## src/rtl/axis_uart_tx_pkg.sv

```systemverilog
// Shared UART definitions: state encoding and default bit period.
// Intended for reuse by the companion UART receiver.
package axis_uart_tx_pkg;

    localparam int unsigned UART_DEFAULT_DIVISOR = 104;
    localparam int unsigned UART_DATA_BITS       = 8;
    localparam int unsigned UART_BIDX_W          = 3;

    typedef enum logic [1:0] {
        IDLE  = 2'd0,
        START = 2'd1,
        DATA  = 2'd2,
        STOP  = 2'd3
    } uart_state_e;

    typedef logic [UART_DATA_BITS-1:0] uart_byte_t;

endpackage

```

## src/rtl/axis_uart_tx_if.sv

```systemverilog
// Byte stream handshake between the upstream register stage and the UART transmitter.
interface axis_uart_tx_if;
    import axis_uart_tx_pkg::*;

    uart_byte_t idata;
    logic       ivalid;
    logic       iready;

    modport master (output idata, output ivalid, input iready);
    modport slave  (input idata, input ivalid, output iready);

endinterface

```

## src/rtl/axis_uart_tx_baud_counter.sv

```systemverilog
// Bit-period counter: counts 0..DIVISOR-1 while enabled, tick flags the terminal count.
module axis_uart_tx_baud_counter #(
    parameter int unsigned DIVISOR = 104,
    parameter int unsigned CWIDTH  = 16
) (
    input  logic clock,
    input  logic resetn,
    input  logic clear,
    input  logic enable,
    output logic tick
);

    localparam logic [CWIDTH-1:0] TERMINAL = CWIDTH'(DIVISOR - 1);

    logic [CWIDTH-1:0] count;

    assign tick = enable && (count == TERMINAL);

    // Clear has priority so a new frame always starts on a full bit period.
    always_ff @(posedge clock or negedge resetn) begin
        if (!resetn) begin
            count <= '0;
        end else if (clear) begin
            count <= '0;
        end else if (enable) begin
            count <= tick ? '0 : count + CWIDTH'(1);
        end
    end

endmodule

```

## src/rtl/axis_uart_tx.sv

```systemverilog
// AXI-stream byte sink that serializes each accepted byte as a UART 8N1 frame on txd.
module axis_uart_tx
    import axis_uart_tx_pkg::*;
#(
    parameter int unsigned DIVISOR = UART_DEFAULT_DIVISOR,
    parameter int unsigned CWIDTH  = 16
) (
    input  logic           clock,
    input  logic           resetn,
    axis_uart_tx_if.slave  up,
    output logic           txd,
    output logic           busy
);

    uart_state_e            state, state_n;
    uart_byte_t             shift, shift_n;
    logic [UART_BIDX_W-1:0] bidx, bidx_n;
    logic                   txd_n;
    logic                   iready, iready_n;
    logic                   busy_n;
    logic                   transfer_c;
    logic                   tick;

    assign up.iready  = iready;
    assign transfer_c = up.ivalid && iready;

    axis_uart_tx_baud_counter #(
        .DIVISOR (DIVISOR),
        .CWIDTH  (CWIDTH)
    ) u_baud (
        .clock  (clock),
        .resetn (resetn),
        .clear  (transfer_c),
        .enable (state != IDLE),
        .tick   (tick)
    );

    always_ff @(posedge clock or negedge resetn) begin
        if (!resetn) begin
            state  <= IDLE;
            shift  <= '0;
            bidx   <= '0;
            txd    <= 1'b1;
            iready <= 1'b1;
            busy   <= 1'b0;
        end else begin
            state  <= state_n;
            shift  <= shift_n;
            bidx   <= bidx_n;
            txd    <= txd_n;
            iready <= iready_n;
            busy   <= busy_n;
        end
    end

    // txd is computed one cycle ahead so the registered pin changes exactly on bit boundaries.
    always_comb begin
        state_n = state;
        shift_n = shift;
        bidx_n  = bidx;
        txd_n   = txd;
        unique case (state)
            IDLE: begin
                txd_n = 1'b1;
                if (transfer_c) begin
                    state_n = START;
                    shift_n = up.idata;
                    txd_n   = 1'b0;
                end
            end
            START: begin
                if (tick) begin
                    state_n = DATA;
                    bidx_n  = '0;
                    txd_n   = shift[0];
                end
            end
            DATA: begin
                if (tick) begin
                    shift_n = {1'b0, shift[UART_DATA_BITS-1:1]};
                    if (bidx == UART_BIDX_W'(UART_DATA_BITS - 1)) begin
                        state_n = STOP;
                        txd_n   = 1'b1;
                    end else begin
                        bidx_n = bidx + UART_BIDX_W'(1);
                        txd_n  = shift[1];
                    end
                end
            end
            STOP: begin
                txd_n = 1'b1;
                if (tick) begin
                    state_n = IDLE;
                end
            end
            default: begin
                state_n = IDLE;
                txd_n   = 1'b1;
            end
        endcase
        iready_n = (state_n == IDLE);
        busy_n   = (state_n != IDLE);
    end

endmodule
```

## src/flat_wrapper.sv

```systemverilog
// flat-port wrapper written by rule: the top's interface ports become plain ports
module axis_uart_tx_flat import axis_uart_tx_pkg::*;
#(
    parameter int unsigned DIVISOR = UART_DEFAULT_DIVISOR,
    parameter int unsigned CWIDTH  = 16
)
  (clock, resetn, txd, busy, up_idata, up_ivalid, up_iready);
  axis_uart_tx_if up_i ();
  input  logic clock;
  input  logic resetn;
  output logic txd;
  output logic busy;
  input wire logic [$bits(up_i.idata)-1:0] up_idata;
  input wire logic [$bits(up_i.ivalid)-1:0] up_ivalid;
  output wire logic [$bits(up_i.iready)-1:0] up_iready;
  assign up_i.idata = up_idata;
  assign up_i.ivalid = up_ivalid;
  assign up_iready = up_i.iready;
  axis_uart_tx #(.DIVISOR(DIVISOR), .CWIDTH(CWIDTH)) u_core (.clock(clock), .resetn(resetn), .up(up_i), .txd(txd), .busy(busy));
endmodule
```

## config.mk

```make
export PLATFORM = sky130hd
export DESIGN_NAME = axis_uart_tx_flat
export DESIGN_NICKNAME = d
export VERILOG_FILES = /design/src/rtl/axis_uart_tx_pkg.sv /design/src/rtl/axis_uart_tx_if.sv /design/src/rtl/axis_uart_tx_baud_counter.sv /design/src/rtl/axis_uart_tx.sv /design/src/flat_wrapper.sv
export SDC_FILE = /design/constraint.sdc
export NUM_CORES = 1
export LEC_CHECK = 0
export CAP_MARGIN = 10
export CORE_ASPECT_RATIO = 0.75
export CORE_UTILIZATION = 45
export DETAILED_ROUTE_END_ITERATION = 12
export PLACE_DENSITY_LB_ADDON = 0.1
export SYNTH_ARGS = -nofsm -noshare
export SYNTH_HDL_FRONTEND = slang
export SYNTH_SLANG_ARGS = --single-unit
```

## constraint.sdc

```tcl
create_clock -name clock -period 3.3 [get_ports clock]
set_input_delay 0.99 -clock clock [delete_from_list [all_inputs] [get_ports clock]]
set_output_delay 0.99 -clock clock [all_outputs]
set_load 0.005 [all_outputs]
```

==> run metrics <==
WP data arrival 2.90 ns; layout cell share with drive strength beyond 1 15.2%; Clock Latency Late Sink 0.29 ns; Placed Cells 222; nets 191; Cell Area, Placed 0.00193 sq mm; total track usage 19.6%; Synth Area in Compound Gates 11.2%; Antenna Nets Post-Route 0; combinational power share 19.0%; Post-CTS Setup Bufs 0; post-CTS resize count 0; core area 0.00371 sq mm; CP endpoint kind flop; outcome finished clean; initial antenna violation count 0; std cell rows 19; slowest cell on the critical path or4_1; clock power share 28.2%; HPWL after detailed placement 2.41 mm; Port Buf Inserts 13; register area share after synthesis 45.7%; WHS Endpoint u_core.shift[7]$_DFFE_PN0P_; mux cell area share after synthesis 11.7%; Worst Reg-to-Reg Cells 5; Tcrit/Tclk final 82.5%; switching power 294 uW; Peak Freq 367 MHz; top-count cell post-synth dfrtp_1; total routed wirelength 3.48 mm; gr ovfl total 0; Adder-Cell Fraction of Synth Area 2.14%; internal power 725 uW; CTS tree yes; required time of the critical path 3.48 ns; final hold viol count 0; Async SR Flop Fraction 100%; Hold WC Path Type flop to flop; TNS Setup 0 ns; final setup skew 0.00823 ns; CP Class flop to flop; WP buf/inv 0; first-pass GRT wire length 6.06 mm; Ports 14; CTS root buffer clkbuf_8; Initial Util 47.4%; GP Congestion 0.779; number of enable flip-flop cells after synthesis 0; fin area 0.00201 sq mm; Antenna Cells 0; hold path start u_core.shift[7]$_DFFE_PN0P_; final setup margin 0.576 ns; chip height 56.1 um; hold path cells 1; post-synthesis simple-gate area fraction 20.4%; Synth area leaders dfrtp_1, mux2_4, mux2_2, xnor2_1, dfstp_2; vias per cell 5.72; H-tree Lvls 2; RSZ-0062 raised after global routing no; largest net degree at the start of global routing 33; CP Cell Sequence ha_1, or4b_1, or4_1, a211o_1, mux2_4; Worst-Margin Slew 0.737 ns; fraction of synthesized cell area in xor and xnor cells 5.98%; setup slack at placement 0.584 ns; P&R area growth vs syn 14.4%; DRC violations left 0; # Max-Cap Violations 0; top_reg_cell synth dfrtp_1; cts hold-fix bufs 0; Sink Count 32; switching portion of total power 28.8%; RR Startpoint u_core.u_baud.count[0]$_DFFE_PN0P_; cts bufs inserted 5; Tot Pwr 1.02 mW; cell accounting for the most synthesized area dfrtp_1; reg2reg setup slack 0.58 ns; Synth Register Bits 32; fin crit period 2.72 ns; Cell Area, Synth 0.00176 sq mm; Largest delay share family, worst path simple AND/OR/NAND/NOR gates; static leakage 0.852 nW; maximum fanout along the worst path 8; width of the die 74.1 um; Max Slew Vio Count 0; fill cell count 348; startpoint types flop; iteration-0 DRC count of the detailed router 84; Reg clk slew, reported paths 0.07 ns; Cell Count, Final, Fillers Out 230; number of global-route vias before repair 1,281; Cells after Synth 164; Synth top area share 42.7%; total power density per cell area 507 mW/mm^2; Ys Warns 0; wire per inst 15.1 um; Mapped Avg Cell Area 10.7 sq um; Slew Limit Headroom 50.5%; Longest Clk Path Bufs 2; CP max stage delay 0.62 ns; Vias 1,315; sequential share of power 52.7%; synth unique cells 37; synth cell count leaders dfrtp_1, nor2_1, nand2_1; Die Area 0.00416 sq mm; largest family of logic cells by synthesized area simple AND/OR/NAND/NOR gates; syn_nets 178; endpoints failing setup 0; detailed-router iteration count before antenna repair 4; Peak VDD IR 0.326 mV; RR Endpoint u_core.shift[3]$_DFFE_PN0P_
-- worst max path at each step --
stage                     cells past startpoint                               start                          end  slack, ns
after floorplan                               7  u_core.u_baud.count[0]$_DFFE_PN0P_  u_core.shift[0]$_DFFE_PN0P_       0.77
after global placement                        5  u_core.u_baud.count[0]$_DFFE_PN0P_  u_core.shift[4]$_DFFE_PN0P_       0.65
after detailed placement                      5  u_core.u_baud.count[0]$_DFFE_PN0P_  u_core.shift[3]$_DFFE_PN0P_       0.58
after CTS                                     5  u_core.u_baud.count[0]$_DFFE_PN0P_  u_core.shift[3]$_DFFE_PN0P_       0.57
after global routing                          5  u_core.u_baud.count[0]$_DFFE_PN0P_  u_core.shift[4]$_DFFE_PN0P_       0.46
final                                         5  u_core.u_baud.count[0]$_DFFE_PN0P_  u_core.shift[3]$_DFFE_PN0P_       0.58
-- cells by family after synthesis --
logic type / Yosys count
AOI/OAI and AO/OA: 27
xor gates and xnor gates: 12
adders and majority gates: 3
buffers and inverters: 11
DFF: 32
muxes: 16
and+or+nand+nor: 63
-- area by class of cell --
cell class,count,area [sq um],area share (%)
clock inverters,1,5.00,0.249
multi-input cells,121,903,45.0
flip-flops and latches,32,803,40.0
clock buffers,7,76.3,3.80
repair buffers,16,153,7.60
inverters,1,3.75,0.187
well taps,52,65.1,3.24
-- cells in the final DEF, fill, tap and decap left out, types with 5 or more instances in the layout --
| cell | Yosys | routed |
|---|---|---|
| clkbuf_8 | 0 | 5 |
| clkdlybuf4s50_1 | 0 | 13 |
| dfrtp_1 | 30 | 30 |
| mux2_2 | 8 | 8 |
| mux2_4 | 7 | 7 |
| nand2_1 | 9 | 9 |
| nand4_1 | 7 | 7 |
| nor2_1 | 12 | 12 |
| nor4_1 | 8 | 8 |
| xnor2_1 | 8 | 8 |
-- through the flow --
step | utilization (%) | hold slack [ns]
after floorplan | - | 0.444
after global placement | 52.0 | 0.476
after detailed placement | 52.0 | 0.475
after CTS | 54.2 | 0.497
after global routing | 54.2 | 0.520
final | 54.2 | 0.494
-- routing by layer --
metal  vias to the layer above  track usage (%)  part of all wire (%)
met4                         0             9.34                   1.7
met5                         -                0                     0
met3                         5             4.89                   3.5
li1                        633                -                     -
met2                        30             27.4                    44
met1                       647             28.3                    51
-- power groups by stage --
stage / Combinational [mW] / Clock (mW) / Sequential [mW]
after detailed placement: 0.195 / 0 / 0.543
final: 0.194 / 0.288 / 0.538
after global routing: 0.222 / 0.315 / 0.546
after global placement: 0.186 / 0 / 0.537
after floorplan: 0.154 / 0 / 0.513
after CTS: 0.198 / 0.299 / 0.536
-- state kept, by name (all words and copies together), names as in the netlist --
| name | flops |
|---|---|
| u_core.bidx | 3 |
| u_core.busy | 1 |
| u_core.shift | 8 |
| u_core.state | 2 |
| u_core.txd | 1 |
| u_core.u_baud.count | 16 |
| u_core.up.iready | 1 |
Note: power is estimated with default switching activity, not from simulation.
